$ cat config.mk
export PLATFORM = sky130hd
export DESIGN_NAME = wb_stage_flat
export DESIGN_NICKNAME = d
export VERILOG_FILES = /design/src/rtl/wb_stage_if.sv /design/src/rtl/wb_stage.sv /design/src/flat_wrapper.sv
export SDC_FILE = /design/constraint.sdc
export NUM_CORES = 1
export LEC_CHECK = 0
export CORE_MARGIN = 2
export CORE_UTILIZATION = 43
export CTS_BUF_LIST = sky130_fd_sc_hd__clkbuf_8 sky130_fd_sc_hd__clkbuf_16
export CTS_CLUSTER_SIZE = 12
export DETAILED_ROUTE_END_ITERATION = 10
export MAX_ROUTING_LAYER = met4
export PLACE_DENSITY = 0.8
export SYNTH_ARGS = -nofsm -noshare
export SYNTH_HDL_FRONTEND = slang
export SYNTH_SLANG_ARGS = --single-unit
export TNS_END_PERCENT = 50
$ cat constraint.sdc
create_clock -name clk -period 3.65 [get_ports clk]
set_clock_uncertainty 0.1 [all_clocks]
set_input_delay 0.73 -clock clk [delete_from_list [all_inputs] [get_ports clk]]
set_output_delay 0.73 -clock clk [all_outputs]
set_load 0.05 [all_outputs]
$ cat src/rtl/wb_stage_if.sv
// Bundle of MEM-result, long-latency-unit and register-file write signals for wb_stage.
interface wb_stage_if;
    logic        mem_valid;
    logic [4:0]  mem_wnum;
    logic [31:0] mem_result;
    logic        mem_is_load;
    logic [1:0]  mem_ld_size;
    logic        mem_ld_signed;
    logic [1:0]  mem_addr_lo;
    logic [31:0] mem_rdata;
    logic        lu_valid;
    logic [4:0]  lu_wnum;
    logic [31:0] lu_data;
    logic        lu_ready;
    logic        stall_req;
    logic [4:0]  w_number;
    logic [31:0] data_in;
    logic        w_en;

    modport master (
        output mem_valid, mem_wnum, mem_result, mem_is_load, mem_ld_size,
               mem_ld_signed, mem_addr_lo, mem_rdata, lu_valid, lu_wnum, lu_data,
        input  lu_ready, stall_req, w_number, data_in, w_en
    );

    modport slave (
        input  mem_valid, mem_wnum, mem_result, mem_is_load, mem_ld_size,
               mem_ld_signed, mem_addr_lo, mem_rdata, lu_valid, lu_wnum, lu_data,
        output lu_ready, stall_req, w_number, data_in, w_en
    );
endinterface

$ cat src/rtl/wb_stage.sv
// Write-back arbiter: MEM result vs. one-entry long-latency holding buffer, registered RF write port.
// Optional macro WB_LOAD_EXT_EN enables sub-word load lane selection and extension.
module wb_stage #(
    parameter int LU_STARVE_MAX = 4
) (
    input  logic       clk,
    input  logic       clr_n,
    wb_stage_if.slave  bus
);

    localparam int CNT_W = $clog2(LU_STARVE_MAX + 1);
    localparam logic [CNT_W-1:0] STARVE_LIM = CNT_W'(LU_STARVE_MAX);

    typedef enum logic {
        EMPTY = 1'b0,
        FULL  = 1'b1
    } buf_state_e;

    buf_state_e        state_q, state_d;
    logic [CNT_W-1:0]  cnt_q, cnt_d;
    logic [4:0]        buf_wnum_q, buf_wnum_d;
    logic [31:0]       buf_data_q, buf_data_d;
    logic              w_en_q, w_en_d;
    logic [4:0]        w_number_q, w_number_d;
    logic [31:0]       data_in_q, data_in_d;

    logic              stall;
    logic              lu_rdy;
    logic              mem_sel, buf_sel, lu_acc, lu_sel;
    logic [31:0]       load_data;
    logic [31:0]       mem_data;

    function automatic logic [CNT_W-1:0] sat_inc(input logic [CNT_W-1:0] c);
        return (c == STARVE_LIM) ? c : c + CNT_W'(1);
    endfunction

`ifdef WB_LOAD_EXT_EN
    function automatic logic [31:0] load_ext(input logic [1:0]  size,
                                             input logic        sgn,
                                             input logic [1:0]  lo,
                                             input logic [31:0] rdata);
        logic signed [7:0]  b;
        logic signed [15:0] h;
        logic [31:0]        r;
        case (lo)
            2'd0:    b = rdata[7:0];
            2'd1:    b = rdata[15:8];
            2'd2:    b = rdata[23:16];
            default: b = rdata[31:24];
        endcase
        h = lo[1] ? rdata[31:16] : rdata[15:0];
        case (size)
            2'b00:   r = {{24{sgn & b[7]}}, b};
            2'b01:   r = {{16{sgn & h[15]}}, h};
            default: r = rdata;
        endcase
        return r;
    endfunction

    assign load_data = load_ext(bus.mem_ld_size, bus.mem_ld_signed, bus.mem_addr_lo, bus.mem_rdata);
`else
    logic unused_ld_cfg;
    assign unused_ld_cfg = ^{bus.mem_ld_size, bus.mem_ld_signed, bus.mem_addr_lo};
    assign load_data     = bus.mem_rdata;
`endif

    assign mem_data = bus.mem_is_load ? load_data : bus.mem_result;

    // Starved held result pre-empts MEM; upstream re-presents the MEM slot.
    assign stall  = (state_q == FULL) && (cnt_q == STARVE_LIM);
    assign lu_rdy = (state_q == EMPTY);

    always_comb begin
        state_d    = state_q;
        cnt_d      = cnt_q;
        buf_wnum_d = buf_wnum_q;
        buf_data_d = buf_data_q;
        w_en_d     = 1'b0;
        w_number_d = w_number_q;
        data_in_d  = data_in_q;

        mem_sel = !stall && bus.mem_valid && (bus.mem_wnum != 5'd0);
        buf_sel = (state_q == FULL) && !mem_sel;
        lu_acc  = bus.lu_valid && lu_rdy;
        lu_sel  = lu_acc && (bus.lu_wnum != 5'd0) && !mem_sel && !buf_sel;

        if (mem_sel) begin
            w_en_d     = 1'b1;
            w_number_d = bus.mem_wnum;
            data_in_d  = mem_data;
        end else if (buf_sel) begin
            w_en_d     = 1'b1;
            w_number_d = buf_wnum_q;
            data_in_d  = buf_data_q;
        end else if (lu_sel) begin
            w_en_d     = 1'b1;
            w_number_d = bus.lu_wnum;
            data_in_d  = bus.lu_data;
        end

        // A zero-destination lu result is consumed but never parked.
        if (buf_sel) begin
            state_d = EMPTY;
        end else if (lu_acc && (bus.lu_wnum != 5'd0) && !lu_sel) begin
            state_d    = FULL;
            buf_wnum_d = bus.lu_wnum;
            buf_data_d = bus.lu_data;
        end

        cnt_d = ((state_q == FULL) && !buf_sel) ? sat_inc(cnt_q) : '0;
    end

    always_ff @(posedge clk or negedge clr_n) begin
        if (!clr_n) begin
            state_q    <= EMPTY;
            cnt_q      <= '0;
            w_en_q     <= 1'b0;
            w_number_q <= 5'd0;
            data_in_q  <= 32'd0;
        end else begin
            state_q    <= state_d;
            cnt_q      <= cnt_d;
            w_en_q     <= w_en_d;
            w_number_q <= w_number_d;
            data_in_q  <= data_in_d;
        end
    end

    // Held payload is only meaningful while FULL, so it needs no reset.
    always_ff @(posedge clk) begin
        buf_wnum_q <= buf_wnum_d;
        buf_data_q <= buf_data_d;
    end

    assign bus.lu_ready  = lu_rdy;
    assign bus.stall_req = stall;
    assign bus.w_en      = w_en_q;
    assign bus.w_number  = w_number_q;
    assign bus.data_in   = data_in_q;

endmodule
$ cat src/flat_wrapper.sv
// flat-port wrapper written by rule: the top's interface ports become plain ports
module wb_stage_flat 
#(
    parameter int LU_STARVE_MAX = 4
)
  (clk, clr_n, bus_mem_valid, bus_mem_wnum, bus_mem_result, bus_mem_is_load, bus_mem_ld_size, bus_mem_ld_signed, bus_mem_addr_lo, bus_mem_rdata, bus_lu_valid, bus_lu_wnum, bus_lu_data, bus_lu_ready, bus_stall_req, bus_w_number, bus_data_in, bus_w_en);
  wb_stage_if bus_i ();
  input  logic clk;
  input  logic clr_n;
  input wire logic [$bits(bus_i.mem_valid)-1:0] bus_mem_valid;
  input wire logic [$bits(bus_i.mem_wnum)-1:0] bus_mem_wnum;
  input wire logic [$bits(bus_i.mem_result)-1:0] bus_mem_result;
  input wire logic [$bits(bus_i.mem_is_load)-1:0] bus_mem_is_load;
  input wire logic [$bits(bus_i.mem_ld_size)-1:0] bus_mem_ld_size;
  input wire logic [$bits(bus_i.mem_ld_signed)-1:0] bus_mem_ld_signed;
  input wire logic [$bits(bus_i.mem_addr_lo)-1:0] bus_mem_addr_lo;
  input wire logic [$bits(bus_i.mem_rdata)-1:0] bus_mem_rdata;
  input wire logic [$bits(bus_i.lu_valid)-1:0] bus_lu_valid;
  input wire logic [$bits(bus_i.lu_wnum)-1:0] bus_lu_wnum;
  input wire logic [$bits(bus_i.lu_data)-1:0] bus_lu_data;
  output wire logic [$bits(bus_i.lu_ready)-1:0] bus_lu_ready;
  output wire logic [$bits(bus_i.stall_req)-1:0] bus_stall_req;
  output wire logic [$bits(bus_i.w_number)-1:0] bus_w_number;
  output wire logic [$bits(bus_i.data_in)-1:0] bus_data_in;
  output wire logic [$bits(bus_i.w_en)-1:0] bus_w_en;
  assign bus_i.mem_valid = bus_mem_valid;
  assign bus_i.mem_wnum = bus_mem_wnum;
  assign bus_i.mem_result = bus_mem_result;
  assign bus_i.mem_is_load = bus_mem_is_load;
  assign bus_i.mem_ld_size = bus_mem_ld_size;
  assign bus_i.mem_ld_signed = bus_mem_ld_signed;
  assign bus_i.mem_addr_lo = bus_mem_addr_lo;
  assign bus_i.mem_rdata = bus_mem_rdata;
  assign bus_i.lu_valid = bus_lu_valid;
  assign bus_i.lu_wnum = bus_lu_wnum;
  assign bus_i.lu_data = bus_lu_data;
  assign bus_lu_ready = bus_i.lu_ready;
  assign bus_stall_req = bus_i.stall_req;
  assign bus_w_number = bus_i.w_number;
  assign bus_data_in = bus_i.data_in;
  assign bus_w_en = bus_i.w_en;
  wb_stage #(.LU_STARVE_MAX(LU_STARVE_MAX)) u_core (.clk(clk), .clr_n(clr_n), .bus(bus_i));
endmodule
* Word-level counts from Yosys, hierarchy flattened
Index checks and enable logic that the tools add are counted.
** Operators by class
- Reductions and logical operators :: 19
- Bitwise logic cells :: 2
- Equal/unequal tests :: 2
- Multiplexer cells :: 14
- Add/sub/neg operators :: 1
** Operators by type and width (number)
- 32-bit 2-to-1 mux :: 4
- 5-bit 2-to-1 mux :: 3
- 1-bit logical AND :: 10
- 5-bit nonzero test :: 2
- 3-bit 2-to-1 mux :: 2
- 1-bit 2-to-1 mux :: 5
- 1-bit logical NOT :: 4
- 3-bit by 1-bit adder with 3-bit output, second input constant :: 1
- 3-bit == test, second input constant :: 1
- 3-bit nonzero test :: 1
- 2-bit != test, second input constant :: 1
- 1-bit inverter :: 2
- 2-bit AND reduction :: 1
- 2-bit nonzero test :: 1
** Storage, ports and cells
- Output and inout port bits :: 40
- Bits in registers :: 79
- Word-level logic and storage cells :: 45
- Input port bits :: 116

* Depth between registers and ports, before layout
Gate-level depths: netlist of the first run.
- Depth in word-level cells :: 13
- Gate-level depth with buffers :: 7
- Mapped depth without buffers :: 6

* Worst setup path before layout of the first run
OpenSTA, ideal clock, no wires.
- Path type :: reg2reg
- From :: reg u_core.state_q
- To :: reg u_core.buf_data_q[0], enable pin
- Setup slack :: 0.082 ns
- Buffers on the path :: 3
- Required time :: 3.119 ns
- Clock period less this slack :: 3.568 ns
- Setup time :: 0.431 ns
- Stages on the path, launching flop included :: 7
- Arrival time :: 3.036 ns
- Cells stage by stage :: dfrtp_1 > buf_2 > buf_2 > buf_2 > inv_1 > o311ai_0 > nor2_1
** On the way
- Elaborated cells on any way between the ends :: 16
- Classes of those cells :: bitwise: 2; reduce/logical: 14
** RTL lines
- start: declaration :: line wb_stage.sv:19 : buf_state_e state_q, state_d;
- start signal: assignment :: line wb_stage.sv:121 : state_q <= state_d;
- 1-bit inverter * :: line wb_stage.sv:71 : assign lu_rdy = (state_q == EMPTY);
- via bus_lu_ready :: line flat_wrapper.sv:21 : output wire logic [$bits(bus_i.lu_ready)-1:0] bus_lu_ready;
- 1-bit logical AND * :: line wb_stage.sv:84 : lu_acc = bus.lu_valid && lu_rdy;
- 1-bit logical AND * :: line wb_stage.sv:85, wb_stage.sv:104
- 1-bit logical AND (2 in series) :: line wb_stage.sv:85 : lu_sel = lu_acc && (bus.lu_wnum != 5'd0) && !mem_sel && !buf_sel;
- 1-bit logical NOT :: line wb_stage.sv:104 : end else if (lu_acc && (bus.lu_wnum != 5'd0) && !lu_sel) begin
- 1-bit logical AND * :: line wb_stage.sv:104
- 2-bit AND reduction (no source line) *
- end signal: assignment :: line wb_stage.sv:132 : buf_data_q <= buf_data_d;
- end: declaration :: line wb_stage.sv:22 : logic [31:0] buf_data_q, buf_data_d;
Mark *: on every way through the listed nets, which the timed path passes. The rest lies on a longest branch.
A chain may end at the register's enable or synchronous reset.

* Worst setup path after layout of the first run
- From :: reg u_core.state_q
- To :: out bus_lu_ready
** On the way
- Word-level cells in the longest chain between the ends :: 1
** Ends and longest elaborated chain (line)
- 1-bit inverter :: wb_stage.sv:71
- end: declaration :: flat_wrapper.sv:21
Every way passes these cells.

==> metrics.log, run 1 <==
INFO  metric dr.first_iter.drc_count = 115
INFO  metric synth_mux_area_frac = 0.143
INFO  metric dieWidth = 97.7 µm
INFO  metric ys_async_sr_fraction = 0.532
INFO  metric synth.net_count = 411
INFO  metric period_share = 0.872
INFO  metric preCtsSetupSlack = 0.591 ns
INFO  metric power_per_cell_area = 447 nW/µm²
INFO  metric timing.hold.worst.class = flip-flop to flip-flop
INFO  metric vdd_drop_max = 0.221 mV
INFO  metric clock_path_buffers = 2
INFO  metric gr-usage-all-layers = 0.215
INFO  metric initial_core_util = 0.437
INFO  metric yosys.area.top_type_share = 0.294
INFO  metric wire_per_inst = 17.4 µm
INFO  metric hold-path-endpoint = u_core.cnt_q[0]
INFO  metric count_of_flip_flops_with_a_built_in_enable_after_synthesis = 37
INFO  metric setup_viol = 0
INFO  metric regToRegSetupSlack = 0.94 ns
INFO  metric whs_path_depth = 1
INFO  metric ioPinCount = 156
INFO  metric achievable-frequency = 0.314 GHz
INFO  metric postCtsHoldBufs = 0
INFO  metric combinational_family_with_the_most_area_after_synthesis = compound AO/OA/AOI/OAI gates
INFO  metric grt_start_max_net_pins = 43
INFO  metric final_design_area_no_fill = 5610 µm²
INFO  metric report.final.hold_viol_count = 0
INFO  metric start_kind = flip-flop
INFO  metric run_status = finished clean
INFO  metric synth-seq-cells = 79
INFO  metric fin_tns_setup = 0 ns
INFO  metric die_area = 9550 µm²
INFO  metric grt_first_pass_wirelength = 15,800 µm
INFO  metric core-area = 8640 µm²
INFO  metric chipHeight = 97.7 µm
INFO  metric design.final.nets = 558
INFO  metric max_slew_violation_total_from_the_final_report = 0
INFO  metric globalRoute.totalOverflow = 0
INFO  metric clk_pin_slew_worst_paths = 0.08 ns
INFO  metric worst_skew_pair.late_latency = 0.35 ns
INFO  metric detail_route.first_pass.iterations = 4
INFO  metric main_flop_type_after_synthesis = dfrtp_1
INFO  metric critical_path.n_buffers_inverters = 3
INFO  metric maxSlewHeadroom = 0.244
INFO  metric remaining_drc_errors = 0
INFO  metric worst-setup-path-type = flip-flop to primary output
INFO  metric diodes = 0
INFO  metric crit_required = 2.82 ns
INFO  metric synth_area_per_cell = 12.9 µm²
INFO  metric clock-root-buffer = clkbuf_8
INFO  metric final_replace_weighted_congestion = 0.776
INFO  metric syn_std_cell_area = 3780 µm²
INFO  metric worst_path_largest_cell_delay = 0.72 ns
INFO  metric routed_wirelength = 9600 µm
INFO  metric crit_fanout = 29
INFO  metric areaGrowthSynthToFinish = 48.6%
INFO  metric synth.distinct_cells = 32
INFO  metric utilization = 0.650
INFO  metric power.static_leakage = 2.22 nW
INFO  metric cts_tree = yes
INFO  metric synth_compound_gate_area_share = 0.147
INFO  metric grt_antenna_before_repair = 0
INFO  metric rr_endpoint = u_core.buf_data_q[24]
INFO  metric synth_adder_area_share = 0.00663
INFO  metric fill_cells = 660
INFO  metric ff_latch_area = 2160 µm²
INFO  metric slowest_stage_cell_crit_path = clkdlybuf4s50_1
INFO  metric synth_xor_area_frac = 0.00232
INFO  metric critPathTopFamily = buffers and inverters
INFO  metric route.detailed.vias_per_inst = 5.39
INFO  metric cts_buffers = 9
INFO  metric cp_data_arrival_time = 2.35 ns
INFO  metric drt.antenna.violating_nets = 0
INFO  metric layout-drive-gt1-share = 0.103
INFO  metric synth-seq-area-share = 0.573
INFO  metric drv.max_cap_violation_count = 0
INFO  metric synth.most_common_cell = dfrtp_1
INFO  metric placedInstanceArea = 5360 µm²
INFO  metric routed-via-count = 2,979
INFO  metric dp.final_hpwl = 6820 µm
INFO  metric timing.hold.ws = 0.367 ns
INFO  metric crit_chain = buf_4 -> inv_1 -> clkdlybuf4s50_1
INFO  metric min_period = 3.18 ns
INFO  metric number_of_synthesis_warnings = 0
INFO  metric synth_area_leader_cell = edfxtp_1
INFO  metric cts_post_setup_buffers_inserted = 0
INFO  metric port_buffers = 150
INFO  metric netlist_instances = 293
INFO  metric htree_levels = 3
INFO  metric synth_top_cells_by_count = dfrtp_1, mux2i_1, edfxtp_1
INFO  metric r2r-start = u_core.state_q
INFO  metric max_slew.worst_pin.slew = 1.13 ns
INFO  metric rsz0062_at_grt = no
INFO  metric area_of_the_multi_input_gates = 1400 µm²
INFO  metric fin_ws = 0.466 ns
INFO  metric cp-end-kind = primary output
INFO  metric cts-resized-gates = 0
INFO  metric r2r.worst_path.cells = 4
INFO  metric leading_post_synthesis_cells_by_cell_area = edfxtp_1, dfrtp_1, mux2i_1, a221oi_1, a211oi_1
INFO  metric hold_path_startpoint = u_core.cnt_q[0]
INFO  metric floorplan.rows = 34
INFO  metric number_of_global_route_vias_before_repair = 3,202
INFO  metric cts_sinks = 79
INFO  metric synthSimpleGateAreaFrac = 0.0679
[cells in the final DEF, fill, tap and decap left out, types with 2 or more instances in the layout]
cell type	netlist	layout
clkdlybuf4s50_1	0	148
mux2i_1	41	41
dfrtp_1	42	41
edfxtp_1	37	37
inv_1	26	28
nor2b_1	22	22
a211oi_1	22	22
a221oi_1	22	22
nor2_1	13	11
clkbuf_8	0	11
mux2_2	9	9
a221o_1	8	8
buf_4	1	7
nand3_1	6	6
o221a_2	4	4
bufinv_16	0	3
or3_1	2	2
o21ai_0	2	2
mux2_4	2	2
ha_1	2	2
buf_2	12	2
[per-layer routing]
layer / routed length, µm / track usage / vias to the layer above
met5: 0 / - / -
met2: 4770 / 0.361 / 123
met1: 4140 / 0.263 / 1444
met3: 594 / 0.0489 / 11
li1: - / - / 1401
met4: 106 / 0.0598 / 0
[where the power goes]
part | switching [W] | internal, W
Sequential | 0.0000417 | 0.00101
Combinational | 0.000366 | 0.000292
Clock | 0.000313 | 0.000488
[flip-flops by register name, indices dropped and copies added (netlist names)]
signal / flops
u_core.bus.w_number: 5
u_core.bus.w_en: 1
u_core.bus.data_in: 32
u_core.cnt_q: 3
u_core.buf_data_q: 32
u_core.buf_wnum_q: 5
u_core.state_q: 1
[final cells by class]
type,count,area share
clock inverters,5,0.0174
clock buffers,11,0.0270
repair buffers,158,0.279
multi-input cells,165,0.249
well taps,108,0.0241
flip-flops and latches,79,0.386
inverters,27,0.0185
[through the flow]
stage | cells | total power [W]
2_1_floorplan | 293 | 0.00144
3_3_place_gp | 537 | 0.00172
3_5_place_dp | 537 | 0.00173
6_report | 553 | 0.00251
5_1_grt | 553 | 0.00261
4_1_cts | 553 | 0.00253
[kinds of logic after synthesis]
logic type,count (synthesis)
DFF,79
xor gates and xnor gates,1
muxes,52
AOI/OAI and AO/OA,63
adders and majority gates,2
and+or+nand+nor,47
buffers and inverters,49
[worst max-delay path by stage]
stage | from | end | slack (ns) | cells past startpoint
global route | u_core.state_q | bus_lu_ready | 0.36 | 3
CTS | u_core.state_q | bus_lu_ready | 0.41 | 3
detailed placement | bus_lu_wnum[3] | u_core.buf_data_q[18] | 0.59 | 4
floorplan | u_core.state_q | u_core.buf_data_q[0] | 0.08 | 6
finish | u_core.state_q | bus_lu_ready | 0.47 | 3
global placement | bus_lu_wnum[2] | u_core.buf_data_q[18] | 0.67 | 4
[worst register-to-register path, stage by stage (launching register included)]
cell and delay [ns]:
dfrtp_2 0.59, buf_4 0.36, inv_1 0.15, o311ai_0 0.22, nor2_4 0.91
Note: power is estimated with default switching activity, not from simulation.
==> run 2, diff against run 1 <==
--- a/config.mk
+++ b/config.mk
@@ -6,12 +6,12 @@
 export NUM_CORES = 1
 export LEC_CHECK = 0
 export CORE_MARGIN = 2
-export CORE_UTILIZATION = 43
-export CTS_BUF_LIST = sky130_fd_sc_hd__clkbuf_8 sky130_fd_sc_hd__clkbuf_16
+export CORE_UTILIZATION = 44
+export CTS_BUF_LIST = sky130_fd_sc_hd__clkbuf_4
 export CTS_CLUSTER_SIZE = 12
 export DETAILED_ROUTE_END_ITERATION = 10
 export MAX_ROUTING_LAYER = met4
-export PLACE_DENSITY = 0.8
+export PLACE_DENSITY = 0.82
 export SYNTH_ARGS = -nofsm -noshare
 export SYNTH_HDL_FRONTEND = slang
 export SYNTH_SLANG_ARGS = --single-unit
==> metrics.log, run 2 (synthesis results as in run 1) <==
INFO  metric run_status = finished clean
INFO  metric cp-end-kind = primary output
INFO  metric cp_data_arrival_time = 2.12 ns
INFO  metric worst_skew_pair.late_latency = 0.42 ns
INFO  metric placedCellCount = 535
INFO  metric diodes = 0
INFO  metric rsz0062_at_grt = no
INFO  metric cts_buffers = 9
INFO  metric fin_ws = 0.702 ns
INFO  metric max_slew.worst_pin.slew = 1.12 ns
INFO  metric final_cell_mix = clkdlybuf4s50_1, mux2i_1, dfrtp_1, edfxtp_1, inv_1
INFO  metric die_area = 9340 µm²
INFO  metric htree_levels = 3
INFO  metric grt_first_pass_wirelength = 16,000 µm
INFO  metric r2r-start = u_core.cnt_q[0]
INFO  metric floorplan.rows = 33
INFO  metric report.final.hold_viol_count = 0
INFO  metric initial_core_util = 0.457
INFO  metric final_replace_weighted_congestion = 0.806
INFO  metric cts_sinks = 79
INFO  metric max_slew_violation_total_from_the_final_report = 0
INFO  metric min_period = 2.95 ns
INFO  metric chipHeight = 96.6 µm
INFO  metric regToRegSetupSlack = 1.17 ns
INFO  metric period_share = 0.808
INFO  metric routed_wirelength = 10,100 µm
INFO  metric preCtsSetupSlack = 0.476 ns
INFO  metric core-area = 8260 µm²
INFO  metric fin_tns_setup = 0 ns
INFO  metric crit_fanout = 4
INFO  metric gr-usage-all-layers = 0.221
INFO  metric cts_tree = yes
INFO  metric areaGrowthSynthToFinish = 45.4%
INFO  metric placedInstanceArea = 5350 µm²
INFO  metric number_of_global_route_vias_before_repair = 3,318
INFO  metric final_design_area_no_fill = 5490 µm²
INFO  metric grt_antenna_before_repair = 0
INFO  metric dieWidth = 96.6 µm
INFO  metric cts_post_setup_buffers_inserted = 0
INFO  metric drv.max_cap_violation_count = 0
INFO  metric start_kind = flip-flop
INFO  metric clock-root-buffer = clkbuf_4
INFO  metric remaining_drc_errors = 0
INFO  metric power_per_cell_area = 406 nW/µm²
INFO  metric port_buffers = 150
INFO  metric worst-setup-path-type = flip-flop to primary output
INFO  metric globalRoute.totalOverflow = 0
INFO  metric wire_per_inst = 18.2 µm
INFO  metric cts-resized-gates = 0
INFO  metric fin_cells = 551
INFO  metric clk_pin_slew_worst_paths = 0.13 ns
INFO  metric final_common_cell = clkdlybuf4s50_1
INFO  metric dp.final_hpwl = 7270 µm
INFO  metric dr.first_iter.drc_count = 107
INFO  metric timing.hold.worst.class = primary input to asynchronous set/reset pin
INFO  metric achievable-frequency = 0.339 GHz
INFO  metric drt.antenna.violating_nets = 0
INFO  metric postCtsHoldBufs = 0
INFO  metric ioPinCount = 156
INFO  metric route.detailed.vias_per_inst = 5.53
INFO  metric vdd_drop_max = 0.170 mV
INFO  metric detail_route.first_pass.iterations = 5
INFO  metric clock_path_buffers = 2
INFO  metric timing.critical_path.from = u_core.cnt_q[0]
INFO  metric layout-drive-gt1-share = 0.108
INFO  metric crit_required = 2.82 ns
INFO  metric power.static_leakage = 2.15 nW
INFO  metric grt_start_max_net_pins = 43
INFO  metric maxSlewHeadroom = 0.254
INFO  metric routed-via-count = 3,049
INFO  metric design.final.nets = 559
INFO  metric setup_viol = 0
INFO  metric utilization = 0.665
run 2: changes by cell type in the layout (fill, tap and decap cells not counted), sizes merged:
cell,change
buf,+1
bufinv,-2
clkbuf,-1
clkinv,+2
clkinvlp,+3
inv,-2
run 2: stage by stage:
step | total power, W | hold WS, ns
floorplan | 0.00144 | 0.329
global placement | 0.00172 | 0.342
detailed placement | 0.00174 | 0.366
CTS | 0.00224 | 0.381
global route | 0.00232 | 0.407
finish | 0.00223 | 0.369
run 2: layout make-up:
type                    instances  area [µm²]
clock buffers                  10        75.1
clock inverters                 6        61.3
fillers                       634        2770
inverters                      27         104
multi-input cells             165        1400
flip-flops and latches         79        2160
well taps                     105         131
repair buffers                159        1560
run 2: worst max-delay path, stage by stage (launching register included):
cell and delay, ns:
dfrtp_1 0.42, inv_1 0.06, ha_1 0.14, nand3_1 0.18, inv_1 0.10, clkdlybuf4s50_1 0.80
run 2: per-layer routing:
layer	wire length, µm	vias to the layer above	global-route usage
met3	599	17	0.0448
met5	0	-	-
met4	148	0	0.0802
met1	4240	1491	0.264
li1	-	1403	-
met2	5070	138	0.374
run 2: where the power goes:
group	switching, W	total (W)	internal, W
clock	0.000301	0.000514	0.000213
sequential	0.0000413	0.00105	0.00101
combinational	0.000372	0.000664	0.000292
total	0.000715	0.00223	0.00151
run 2: worst paths after layout:
kind,cells after the start,to
worst max-delay path,5,bus_stall_req
worst min-delay path,1,u_core.bus.w_number[4]
worst max register to register,5,u_core.buf_data_q[23]
worst min register to register,1,u_core.cnt_q[0]
max in group asynchronous,1,u_core.state_q
min in group clk,1,u_core.cnt_q[0]
==> run 3, diff against run 2 <==
==> constraint.sdc (replaced) <==
create_clock -name clk -period 2.95 [get_ports clk]
set_clock_uncertainty 0.1 [all_clocks]
set_input_delay 0.59 -clock clk [delete_from_list [all_inputs] [get_ports clk]]
set_output_delay 0.59 -clock clk [all_outputs]
set_load 0.05 [all_outputs]
==> metrics.log, run 3 (synthesis results as in run 1) <==
INFO  metric run_status = finished clean
INFO  metric cp-end-kind = primary output
INFO  metric layout-drive-gt1-share = 0.114
INFO  metric rsz0062_at_grt = no
INFO  metric number_of_global_route_vias_before_repair = 3,185
INFO  metric ff_latch_area = 2160 µm²
INFO  metric final_replace_weighted_congestion = 0.839
INFO  metric htree_levels = 3
INFO  metric post-layout-total-power = 0.00281 W
INFO  metric setup_viol = 0
INFO  metric detail_route.first_pass.iterations = 4
INFO  metric final_common_cell = clkdlybuf4s50_1
INFO  metric floorplan.rows = 33
INFO  metric worst_path_largest_cell_delay = 0.81 ns
INFO  metric route.detailed.vias_per_inst = 5.41
INFO  metric final_cell_mix = clkdlybuf4s50_1, mux2i_1, dfrtp_1, edfxtp_1, inv_1
INFO  metric worst_skew_pair.late_latency = 0.40 ns
INFO  metric grt_first_pass_wirelength = 15,500 µm
INFO  metric timing.hold.ws = 0.0722 ns
INFO  metric maxSlewHeadroom = 0.249
INFO  metric dp.final_hpwl = 7040 µm
INFO  metric start_kind = flip-flop
INFO  metric period_share = 0.893
INFO  metric timing.hold.worst.class = primary input to asynchronous set/reset pin
INFO  metric cts_tree = yes
INFO  metric regToRegSetupSlack = 0.59 ns
INFO  metric power.static_leakage = 2.18 nW
INFO  metric fin_cells = 552
INFO  metric worst-setup-path-type = flip-flop to primary output
INFO  metric grt_start_max_net_pins = 38
INFO  metric chipHeight = 96.6 µm
INFO  metric design.final.nets = 562
INFO  metric gr-usage-all-layers = 0.211
INFO  metric clk_pin_slew_worst_paths = 0.12 ns
INFO  metric initial_core_util = 0.457
INFO  metric power_per_cell_area = 509 nW/µm²
INFO  metric wire_per_inst = 17.2 µm
INFO  metric min_period = 2.63 ns
INFO  metric fill_cells = 623
INFO  metric port_buffers = 150
INFO  metric grt_antenna_before_repair = 0
INFO  metric crit_required = 2.26 ns
INFO  metric max_slew_violation_total_from_the_final_report = 0
INFO  metric slowest_stage_cell_crit_path = clkdlybuf4s50_1
INFO  metric die_area = 9340 µm²
INFO  metric vdd_drop_max = 0.217 mV
INFO  metric drt.antenna.violating_nets = 0
INFO  metric routed-via-count = 2,984
INFO  metric diodes = 0
INFO  metric dieWidth = 96.6 µm
INFO  metric remaining_drc_errors = 0
INFO  metric clock-root-buffer = clkbuf_4
INFO  metric cts_sinks = 79
INFO  metric crit_chain = inv_1 -> clkdlybuf4s50_1
INFO  metric cts-resized-gates = 0
INFO  metric placedCellCount = 538
INFO  metric fin_tns_setup = 0 ns
INFO  metric routed_wirelength = 9480 µm
INFO  metric crit_fanout = 17
INFO  metric area_of_the_multi_input_gates = 1400 µm²
INFO  metric cts_post_setup_buffers_inserted = 0
INFO  metric report.final.hold_viol_count = 0
INFO  metric core-area = 8260 µm²
INFO  metric drv.max_cap_violation_count = 0
INFO  metric dr.first_iter.drc_count = 86
INFO  metric clock_path_buffers = 2
INFO  metric globalRoute.totalOverflow = 0
INFO  metric areaGrowthSynthToFinish = 46.2%
INFO  metric cts_buffers = 9
INFO  metric max_slew.worst_pin.slew = 1.12 ns
INFO  metric postCtsHoldBufs = 0
INFO  metric ioPinCount = 156
INFO  metric cp_data_arrival_time = 1.94 ns
INFO  metric achievable-frequency = 0.380 GHz
-- run 3: area by class of cell --
cell class                      count  area share
Clock buffer                       10      0.0136
Sequential cell                    79       0.392
Timing Repair Buffer              162       0.286
Multi-Input combinational cell    165       0.253
Clock inverter                      4      0.0131
Tap cell                          105      0.0238
Inverter                           27      0.0188
-- run 3: report_power, final --
| group | switching (W) | leakage (nW) | internal (W) |
|---|---|---|---|
| combinational | 0.000453 | 1.27 | 0.000363 |
| clock | 0.000351 | 0.0783 | 0.000344 |
| sequential | 0.0000517 | 0.831 | 0.00125 |
-- run 3: metrics by stage --
step | instance area, µm² | util | setup slack [ns]
6_report | 5520 | 0.669 | 0.316
3_5_place_dp | 5370 | 0.651 | 0.0169
3_3_place_gp | 5370 | 0.651 | 0.0931
2_1_floorplan | 3780 | - | 0.299
5_1_grt | 5520 | 0.669 | 0.212
4_1_cts | 5520 | 0.669 | 0.291
-- run 3: critical path, delay by kind of cell, from the launching register on --
family | cells | cell delay (ns)
buffers and inverters | 2 | 0.96
flip-flops | 1 | 0.59
-- run 3: path summary, 6_finish.rpt --
path | start | endpoint | depth (start not counted)
setup / recovery | u_core.state_q | bus_lu_ready | 2
hold reg to reg | u_core.cnt_q[0] | u_core.cnt_q[0] | 1
max in group asynchronous | clr_n | u_core.bus.data_in[15] | 2
setup reg to reg | u_core.cnt_q[0] | u_core.buf_data_q[21] | 5
hold / removal | clr_n | u_core.bus.w_number[4] | 1
min in group clk | u_core.cnt_q[0] | u_core.cnt_q[0] | 1
-- run 3: layer usage --
layer,vias up,global-route usage,share of wire
met5,-,-,0
li1,1411,-,-
met3,12,0.0455,0.059
met1,1438,0.255,0.42
met2,123,0.362,0.50
met4,0,0.0531,0.012
